==> config.mk <==
export PLATFORM = sky130hd
export DESIGN_NAME = mem_wb_stage_flat
export DESIGN_NICKNAME = d
export VERILOG_FILES = /design/src/rtl/riscv_pkg.sv /design/src/rtl/mem_wb_stage_if.sv /design/src/rtl/mem_wb_stage_lsu_align.sv /design/src/rtl/mem_wb_stage.sv /design/src/flat_wrapper.sv
export SDC_FILE = /design/constraint.sdc
export NUM_CORES = 1
export LEC_CHECK = 0
export ABC_AREA = 1
export CAP_MARGIN = 20
export CORE_ASPECT_RATIO = 1.5
export CORE_MARGIN = 4
export CORE_UTILIZATION = 45
export DETAILED_ROUTE_END_ITERATION = 16
export DONT_BUFFER_PORTS = 1
export PLACE_DENSITY = 0.59
export SLEW_MARGIN = 0
export SYNTH_ARGS = -nofsm -noshare
export SYNTH_HDL_FRONTEND = slang
export SYNTH_HIERARCHICAL = 1
export SYNTH_SLANG_ARGS = --single-unit
==> constraint.sdc <==
create_clock -name clk -period 2.58 [get_ports clk]
set_clock_uncertainty 0.2 [all_clocks]
set_input_delay 0.258 -clock clk [delete_from_list [all_inputs] [get_ports clk]]
set_output_delay 0.258 -clock clk [all_outputs]
set_load 0.1 [all_outputs]
==> src/rtl/riscv_pkg.sv <==
// Shared RV32 definitions for the memory stage: funct3 access codes, LSU FSM
// state encodings and the alignment rule used by the optional misalign check.
package riscv_pkg;

  localparam int XLEN_DEF = 32;

  localparam logic [2:0] F3_LB  = 3'b000;
  localparam logic [2:0] F3_LH  = 3'b001;
  localparam logic [2:0] F3_LW  = 3'b010;
  localparam logic [2:0] F3_LBU = 3'b100;
  localparam logic [2:0] F3_LHU = 3'b101;
  localparam logic [2:0] F3_SB  = 3'b000;
  localparam logic [2:0] F3_SH  = 3'b001;
  localparam logic [2:0] F3_SW  = 3'b010;

  localparam logic [1:0] MEM_IDLE = 2'd0;
  localparam logic [1:0] MEM_REQ  = 2'd1;
  localparam logic [1:0] MEM_RESP = 2'd2;

  // Loads and stores share the size encoding, so one rule covers both.
  function automatic logic misaligned(input logic [2:0] f3, input logic [1:0] a);
    return ((f3 == F3_LH || f3 == F3_LHU) && a[0]) || (f3 == F3_LW && a != 2'b00);
  endfunction

endpackage

==> src/rtl/mem_wb_stage_if.sv <==
// Data-memory req/gnt/rvalid port; master = memory stage, slave = memory.
interface mem_wb_stage_if #(parameter int XLEN = 32);
  logic                dmem_req_o;
  logic                dmem_we_o;
  logic [XLEN-1:0]     dmem_addr_o;
  logic [XLEN/8-1:0]   dmem_be_o;
  logic [XLEN-1:0]     dmem_wdata_o;
  logic                dmem_gnt_i;
  logic                dmem_rvalid_i;
  logic [XLEN-1:0]     dmem_rdata_i;

  modport master (
    output dmem_req_o, dmem_we_o, dmem_addr_o, dmem_be_o, dmem_wdata_o,
    input  dmem_gnt_i, dmem_rvalid_i, dmem_rdata_i
  );

  modport slave (
    input  dmem_req_o, dmem_we_o, dmem_addr_o, dmem_be_o, dmem_wdata_o,
    output dmem_gnt_i, dmem_rvalid_i, dmem_rdata_i
  );
endinterface

==> src/rtl/mem_wb_stage_lsu_align.sv <==
// Byte-lane steering: store byte enables / replicated write data and load
// byte/half selection with sign or zero extension. Purely combinational.
module lsu_align
  import riscv_pkg::*;
#(
  parameter int XLEN = 32,
  localparam int NUM_LANES = XLEN / 8
) (
  input  logic [2:0]           funct3,
  input  logic [1:0]           addr_lo,
  input  logic [XLEN-1:0]      store_data,
  input  logic [XLEN-1:0]      rdata,
  output logic [NUM_LANES-1:0] be,
  output logic [XLEN-1:0]      wdata,
  output logic [XLEN-1:0]      load_ext
);

  logic [NUM_LANES-1:0][7:0] sd_lanes, rd_lanes, wd_lanes;
  logic [7:0]                ld_byte;
  logic [15:0]               ld_half;

  assign sd_lanes = store_data;
  assign rd_lanes = rdata;
  assign wdata    = wd_lanes;

  // Byte stores replicate lane 0 everywhere, half stores replicate the low half.
  for (genvar g = 0; g < NUM_LANES; g++) begin : g_lane
    always_comb begin
      case (funct3[1:0])
        F3_SB[1:0]: wd_lanes[g] = sd_lanes[0];
        F3_SH[1:0]: wd_lanes[g] = sd_lanes[g % 2];
        default:    wd_lanes[g] = sd_lanes[g];
      endcase
    end
  end

  always_comb begin
    case (funct3[1:0])
      F3_SB[1:0]: be = {{(NUM_LANES-1){1'b0}}, 1'b1} << addr_lo;
      F3_SH[1:0]: be = {{(NUM_LANES-2){1'b0}}, 2'b11} << {addr_lo[1], 1'b0};
      default:    be = '1;
    endcase
  end

  assign ld_byte = rd_lanes[addr_lo];
  assign ld_half = {rd_lanes[{addr_lo[1], 1'b1}], rd_lanes[{addr_lo[1], 1'b0}]};

  always_comb begin
    case (funct3)
      F3_LB:   load_ext = {{(XLEN-8){ld_byte[7]}}, ld_byte};
      F3_LBU:  load_ext = {{(XLEN-8){1'b0}}, ld_byte};
      F3_LH:   load_ext = {{(XLEN-16){ld_half[15]}}, ld_half};
      F3_LHU:  load_ext = {{(XLEN-16){1'b0}}, ld_half};
      F3_LW:   load_ext = rdata;
      default: load_ext = rdata;
    endcase
  end

endmodule

==> src/rtl/mem_wb_stage.sv <==
// MEM stage: drives the data-memory port through an IDLE/REQ/RESP FSM, stalls
// until the access completes, resolves pc_src and registers MEM/WB.
// Optional MEM_MISALIGN_CHECK_EN: misaligned half/word accesses are dropped and flagged.
module mem_wb_stage
  import riscv_pkg::*;
#(
  parameter int XLEN   = XLEN_DEF,
  parameter int REG_AW = 5
) (
  input  logic              clk,
  input  logic              reset,
  input  logic              branch_i,
  input  logic              mem_read_i,
  input  logic              mem_write_i,
  input  logic              mem_to_reg_i,
  input  logic              reg_write_i,
  input  logic              jal_i,
  input  logic              jalr_i,
  input  logic              zero_i,
  input  logic [XLEN-1:0]   alu_result_i,
  input  logic [XLEN-1:0]   rs2_data_i,
  input  logic [XLEN-1:0]   pc_plus4_i,
  input  logic [2:0]        funct3_i,
  input  logic [REG_AW-1:0] rd_i,
  mem_wb_stage_if.master    dmem,
  output logic              stall_o,
  output logic              pc_src_o,
  output logic              wb_reg_write_o,
  output logic [REG_AW-1:0] wb_rd_o,
  output logic [XLEN-1:0]   wb_data_o,
  output logic              misalign_o
);

  logic [1:0]        state_q, state_d;
  logic              mem_op, mem_op_eff, is_store, mis, req, done;
  logic [XLEN/8-1:0] be;
  logic [XLEN-1:0]   wdata, load_ext;

  assign mem_op   = mem_read_i | mem_write_i;
  assign is_store = mem_write_i;

`ifdef MEM_MISALIGN_CHECK_EN
  assign mis = mem_op & misaligned(funct3_i, alu_result_i[1:0]);
`else
  assign mis = 1'b0;
`endif

  assign mem_op_eff = mem_op & ~mis;

  lsu_align #(.XLEN(XLEN)) u_align (
    .funct3     (funct3_i),
    .addr_lo    (alu_result_i[1:0]),
    .store_data (rs2_data_i),
    .rdata      (dmem.dmem_rdata_i),
    .be         (be),
    .wdata      (wdata),
    .load_ext   (load_ext)
  );

  // IDLE issues combinationally so a zero-wait grant completes in the same cycle.
  always_comb begin
    state_d = state_q;
    req     = 1'b0;
    done    = 1'b0;
    case (state_q)
      MEM_IDLE, MEM_REQ: begin
        if (state_q == MEM_REQ || mem_op_eff) begin
          req = 1'b1;
          if (dmem.dmem_gnt_i) begin
            done    = is_store;
            state_d = is_store ? MEM_IDLE : MEM_RESP;
          end else begin
            state_d = MEM_REQ;
          end
        end
      end
      MEM_RESP: begin
        if (dmem.dmem_rvalid_i) begin
          done    = 1'b1;
          state_d = MEM_IDLE;
        end
      end
      default: state_d = MEM_IDLE;
    endcase
  end

  assign dmem.dmem_req_o   = req & ~reset;
  assign dmem.dmem_we_o    = dmem.dmem_req_o & is_store;
  assign dmem.dmem_be_o    = dmem.dmem_req_o ? be : '0;
  assign dmem.dmem_addr_o  = {alu_result_i[XLEN-1:2], 2'b00};
  assign dmem.dmem_wdata_o = wdata;

  assign stall_o  = mem_op_eff & ~done;
  assign pc_src_o = (branch_i & zero_i) | jal_i | jalr_i;

  always_ff @(posedge clk) begin
    if (reset) begin
      state_q        <= MEM_IDLE;
      wb_reg_write_o <= 1'b0;
      wb_rd_o        <= '0;
      wb_data_o      <= '0;
      misalign_o     <= 1'b0;
    end else begin
      state_q <= state_d;
      if (stall_o) begin
        wb_reg_write_o <= 1'b0;
        misalign_o     <= 1'b0;
      end else begin
        wb_reg_write_o <= reg_write_i & ~mis;
        wb_rd_o        <= rd_i;
        wb_data_o      <= mem_to_reg_i        ? load_ext   :
                          (jal_i | jalr_i)    ? pc_plus4_i : alu_result_i;
        misalign_o     <= mis;
      end
    end
  end

endmodule

==> src/flat_wrapper.sv <==
// flat-port wrapper written by rule: the top's interface ports become plain ports
module mem_wb_stage_flat import riscv_pkg::*;
#(
  parameter int XLEN   = XLEN_DEF,
  parameter int REG_AW = 5
)
  (clk, reset, branch_i, mem_read_i, mem_write_i, mem_to_reg_i, reg_write_i, jal_i, jalr_i, zero_i, alu_result_i, rs2_data_i, pc_plus4_i, funct3_i, rd_i, stall_o, pc_src_o, wb_reg_write_o, wb_rd_o, wb_data_o, misalign_o, dmem_dmem_req_o, dmem_dmem_we_o, dmem_dmem_addr_o, dmem_dmem_be_o, dmem_dmem_wdata_o, dmem_dmem_gnt_i, dmem_dmem_rvalid_i, dmem_dmem_rdata_i);
  mem_wb_stage_if #(.XLEN(XLEN)) dmem_i ();
  input  logic clk;
  input  logic reset;
  input  logic branch_i;
  input  logic mem_read_i;
  input  logic mem_write_i;
  input  logic mem_to_reg_i;
  input  logic reg_write_i;
  input  logic jal_i;
  input  logic jalr_i;
  input  logic zero_i;
  input  logic [XLEN-1:0] alu_result_i;
  input  logic [XLEN-1:0] rs2_data_i;
  input  logic [XLEN-1:0] pc_plus4_i;
  input  logic [2:0] funct3_i;
  input  logic [REG_AW-1:0] rd_i;
  output logic stall_o;
  output logic pc_src_o;
  output logic wb_reg_write_o;
  output logic [REG_AW-1:0] wb_rd_o;
  output logic [XLEN-1:0] wb_data_o;
  output logic misalign_o;
  output wire logic [$bits(dmem_i.dmem_req_o)-1:0] dmem_dmem_req_o;
  output wire logic [$bits(dmem_i.dmem_we_o)-1:0] dmem_dmem_we_o;
  output wire logic [$bits(dmem_i.dmem_addr_o)-1:0] dmem_dmem_addr_o;
  output wire logic [$bits(dmem_i.dmem_be_o)-1:0] dmem_dmem_be_o;
  output wire logic [$bits(dmem_i.dmem_wdata_o)-1:0] dmem_dmem_wdata_o;
  input wire logic [$bits(dmem_i.dmem_gnt_i)-1:0] dmem_dmem_gnt_i;
  input wire logic [$bits(dmem_i.dmem_rvalid_i)-1:0] dmem_dmem_rvalid_i;
  input wire logic [$bits(dmem_i.dmem_rdata_i)-1:0] dmem_dmem_rdata_i;
  assign dmem_dmem_req_o = dmem_i.dmem_req_o;
  assign dmem_dmem_we_o = dmem_i.dmem_we_o;
  assign dmem_dmem_addr_o = dmem_i.dmem_addr_o;
  assign dmem_dmem_be_o = dmem_i.dmem_be_o;
  assign dmem_dmem_wdata_o = dmem_i.dmem_wdata_o;
  assign dmem_i.dmem_gnt_i = dmem_dmem_gnt_i;
  assign dmem_i.dmem_rvalid_i = dmem_dmem_rvalid_i;
  assign dmem_i.dmem_rdata_i = dmem_dmem_rdata_i;
  mem_wb_stage #(.XLEN(XLEN), .REG_AW(REG_AW)) u_core (.clk(clk), .reset(reset), .branch_i(branch_i), .mem_read_i(mem_read_i), .mem_write_i(mem_write_i), .mem_to_reg_i(mem_to_reg_i), .reg_write_i(reg_write_i), .jal_i(jal_i), .jalr_i(jalr_i), .zero_i(zero_i), .alu_result_i(alu_result_i), .rs2_data_i(rs2_data_i), .pc_plus4_i(pc_plus4_i), .funct3_i(funct3_i), .rd_i(rd_i), .dmem(dmem_i), .stall_o(stall_o), .pc_src_o(pc_src_o), .wb_reg_write_o(wb_reg_write_o), .wb_rd_o(wb_rd_o), .wb_data_o(wb_data_o), .misalign_o(misalign_o));
endmodule
==> run summary <==
The die is 87.41 um wide. The cell-internal power came out at 1.507 mW. Summing every instance area after synthesis gives 4257 um^2. The die outline area came out at 11110 um^2. During synthesis, Yosys emitted a total of 6 warnings. Based on the critical path, the design can be clocked at up to 0.4359 GHz. Of the synthesized area, sequential elements account for 18.81%. The cell sitting at the root of the clock tree is a sky130_fd_sc_hd__clkbuf_16. The post-cts repair resize count is 0. The first detailed-routing pass ran for 5 iterations. STA classifies the critical path endpoint as a primary output.

The hold slack is 4.075 ps. The arrival time at the worst endpoint is 1840 ps. The layer flagged by global routing as most heavily used is met2. The TritonCTS buffer count is 5. The count of inserted antenna diode cells came out at 0. The iteration-0 DRC count of the detailed router came out at 325. The fraction of synthesis flops using an asynchronous set or reset pin is 0%. Ranked by instance count, the synthesized netlist is headed by sky130_fd_sc_hd__nand2_1 (294), sky130_fd_sc_hd__nor2_1 (117), sky130_fd_sc_hd__inv_1 (92). The count of buffers inserted at the top-level ports came out at 0. The part of the total power dissipated in combinational logic is 51.9%. After detailed routing, the number of remaining DRC violations is 0. The met2 routing resource usage after global routing is 50.98%. The leakage dissipation came out at 2.732 nW. The number of endpoints with negative hold slack in the final report came out at 0. The total vias in the final route came out at 4696.

Setup repair after global routing left no endpoint under its margin. The post-route netlist has 13.15% of its cells at a drive strength greater than 1. At the pin with the least slew margin, the transition time is 1163 ps. The path class of the tightest hold or removal check is in -> reg. The number of rows created at floorplan is 43.

The dominant synthesized flop cell is sky130_fd_sc_hd__dfxtp_1. The level count of the clock H-tree is 2. The top-level I/O count is 259.

The number of instances in the synthesized netlist came out at 785. Of all cell types, the one taking the most synthesized area is sky130_fd_sc_hd__nand2_1. The number of synthesized register bits came out at 40. The critical path goes through o21ai_0 -> nand3_1 -> nor2_2 -> buf_12.

Counting along the longest clock path gives a buffer depth of 2. The number of flops mapped to enable cells by yosys is 0. The cell area after layout is 4871 um^2. Dividing the detail-routed wire length by the instance count gives 17.29 um. Of the total power, the share spent switching nets is 48.28%. The initial standard-cell utilization of the core came out at 46.00%. VDD sags by at most 0.5304 mV. The vertical extent of the die came out at 127.1 um. The flow ran to the end, and the final reports show no timing, DRC or antenna violations. TritonCTS built the clock tree. The fraction of synthesized cell area taken by the top area cell type came out at 25.93%. The net load switching power is 1.407 mW. The mean instance size in the synthesized netlist came out at 5.422 um^2.

Summed over all layers, the routed wires come to 15470 um. The kind of launch point of the worst setup path is a flop. The worst path buffer plus inverter count is 1. The clock net in this run drives a total of 40 sinks.

Yosys mapped the design onto 27 distinct sky130hd cell types. The delay of the slowest critical-path stage is 440 ps. The met3 track demand over resource came out at 6.516%. The first global-routing pass estimated 23650 um of wire. In this design, the largest share of critical-path delay is due to simple AND/OR/NAND/NOR gates. The clock power share came out at 24.1%.

The HPWL after detailed placement came out at 11980 um. Dividing the detail-routed via count by the number of cells gives 5.247. The worst path in the final design needs a cycle of 2294 ps, including I/O delays and setup. The worst path uses 88.92% of the clock period. The data required time of the critical path came out at 2120 ps.

After the last flow step, the layout net total stands at 930. For the worst-skew pair, the clock arrives at the later sink with an insertion delay of 280 ps. The overall power consumption came out at 2.914 mW.

The clock transition at the registers of the reported paths is 60 ps. The pin count of the biggest net entering global routing is 39. The worst slew margin relative to its limit came out at 22.49%. The number of setup violations in the final report is 0. For this design, the slowest cell found on the critical path is sky130_fd_sc_hd__nand3_1. The total global routing overflow is 0. In the post-synthesis netlist, the cell with the most instances is sky130_fd_sc_hd__nand2_1.

The count of nets left with antenna violations once routing finished came out at 0. The number of max-capacitance violations reported came out at 0. The routability congestion estimate is 0.9579.

Dividing total power by cell area gives a power density of 598.3 nW/um^2. The number of global-route vias before repair is 4652. The type of the worst setup path is reg -> out. The all-layer global routing usage came out at 27.13%. The number of antenna violations at the first check in global routing is 1. Global routing consumed, on the met1 layer, 28.90% of the routing resources.

The area added between synthesis and finish is 14.43%. The count of final max-slew check failures was 0. Of the total power, registers draw 24.0%.

The maximum fanout encountered on the critical timing path is 7. After synthesis, the cell types taking the most area are sky130_fd_sc_hd__nand2_1 (26%), sky130_fd_sc_hd__dfxtp_1 (19%), sky130_fd_sc_hd__nor2_1 (10%), sky130_fd_sc_hd__buf_4 (8.5%), sky130_fd_sc_hd__inv_1 (8.1%). The post-detailed-placement cell area came out at 4572 um^2. The core region is 9254 um^2.
## tightest hold or removal path: cells and delay by family
| family | cells | cell delay [ps] |
|---|---|---|
| AND/OR/NAND/NOR | 4 | 190 |
## final timing paths
check               startpoint                    to  slack [ps]  cells past startpoint
min reg2reg  u_core/wb_rd_o[3]     u_core/wb_rd_o[3]         290                      2
min               mem_to_reg_i  u_core/wb_data_o[13]           4                      4
max reg2reg  u_core/state_q[1]   u_core/wb_data_o[0]         910                      7
max          u_core/state_q[1]     dmem_dmem_be_o[1]         290                      4
## power by group through the flow
stage	Combinational, mW	Clock (mW)	Sequential [mW]
after floorplan	1.07	0	1.14
after global placement	1.48	0	0.712
after detailed placement	1.49	0	0.714
after CTS	1.51	0.711	0.700
after global routing	1.60	0.729	0.706
final	1.51	0.702	0.700
## state kept, by name, summed over array words and instances (netlist names)
register,count
u_core/wb_rd_o,5
u_core/wb_data_o,32
u_core/state_q,2
u_core/wb_reg_write_o,1
## timing repair
item | CTS | global route
buffers inserted | 0 | 0
hold endpoints to repair | 36 | 0
hold buffers | 11 | 0
endpoints found under the setup margin | 0 | 0
## area by class of cell
class	count	area [um^2]
fillers	994	4383
inverters	97	366.6
repair buffers	78	860.8
clock buffers	6	128.9
multi-input cells	560	2539
clock inverters	2	35.03
well taps	112	140.1
flip-flops and latches	40	800.8
## stage by stage
stage / cells / utilization (%) / setup WS (ps) / TNS, ps
floorplan: 787 / - / -608.6 / -4869
global placement: 875 / 49.41 / 457.2 / 0
detailed placement: 875 / 49.41 / 416.4 / 0
CTS: 894 / 52.37 / 278.6 / 0
global route: 895 / 52.64 / 247.8 / 0
finish: 895 / 52.64 / 285.8 / 0
## placed cells by master (no fill, tap or decap), drive strengths merged, types with 2 or more instances in the layout
master	netlist	final
buf	75	59
nor2	122	122
o211ai	9	9
clkbuf	15	14
o21ai	10	10
nand2	297	297
clkinv	1	2
dlygate4sd3	0	11
nand4	32	32
conb	1	3
nand3	53	53
inv	96	96
o21bai	32	32
dfxtp	40	40
## routing by layer
metal | part of all wire, % | vias up
met3 | 8.5 | 30
met5 | 0.084 | -
met4 | 2.4 | 2
met1 | 37 | 2086
li1 | - | 2351
met2 | 52 | 227
## kinds of logic (layout without fill, tap and decap cells)
kind of cell    after synthesis  in the layout  synth area share [%]
buf+inv                     187            183                 22.72
compound gates               52             52                 8.848
other cells                   1              3               0.08810
flops                        40             40                 18.81
simple gates                505            505                 49.53
No activity file was read; power rests on OpenSTA's default activity.
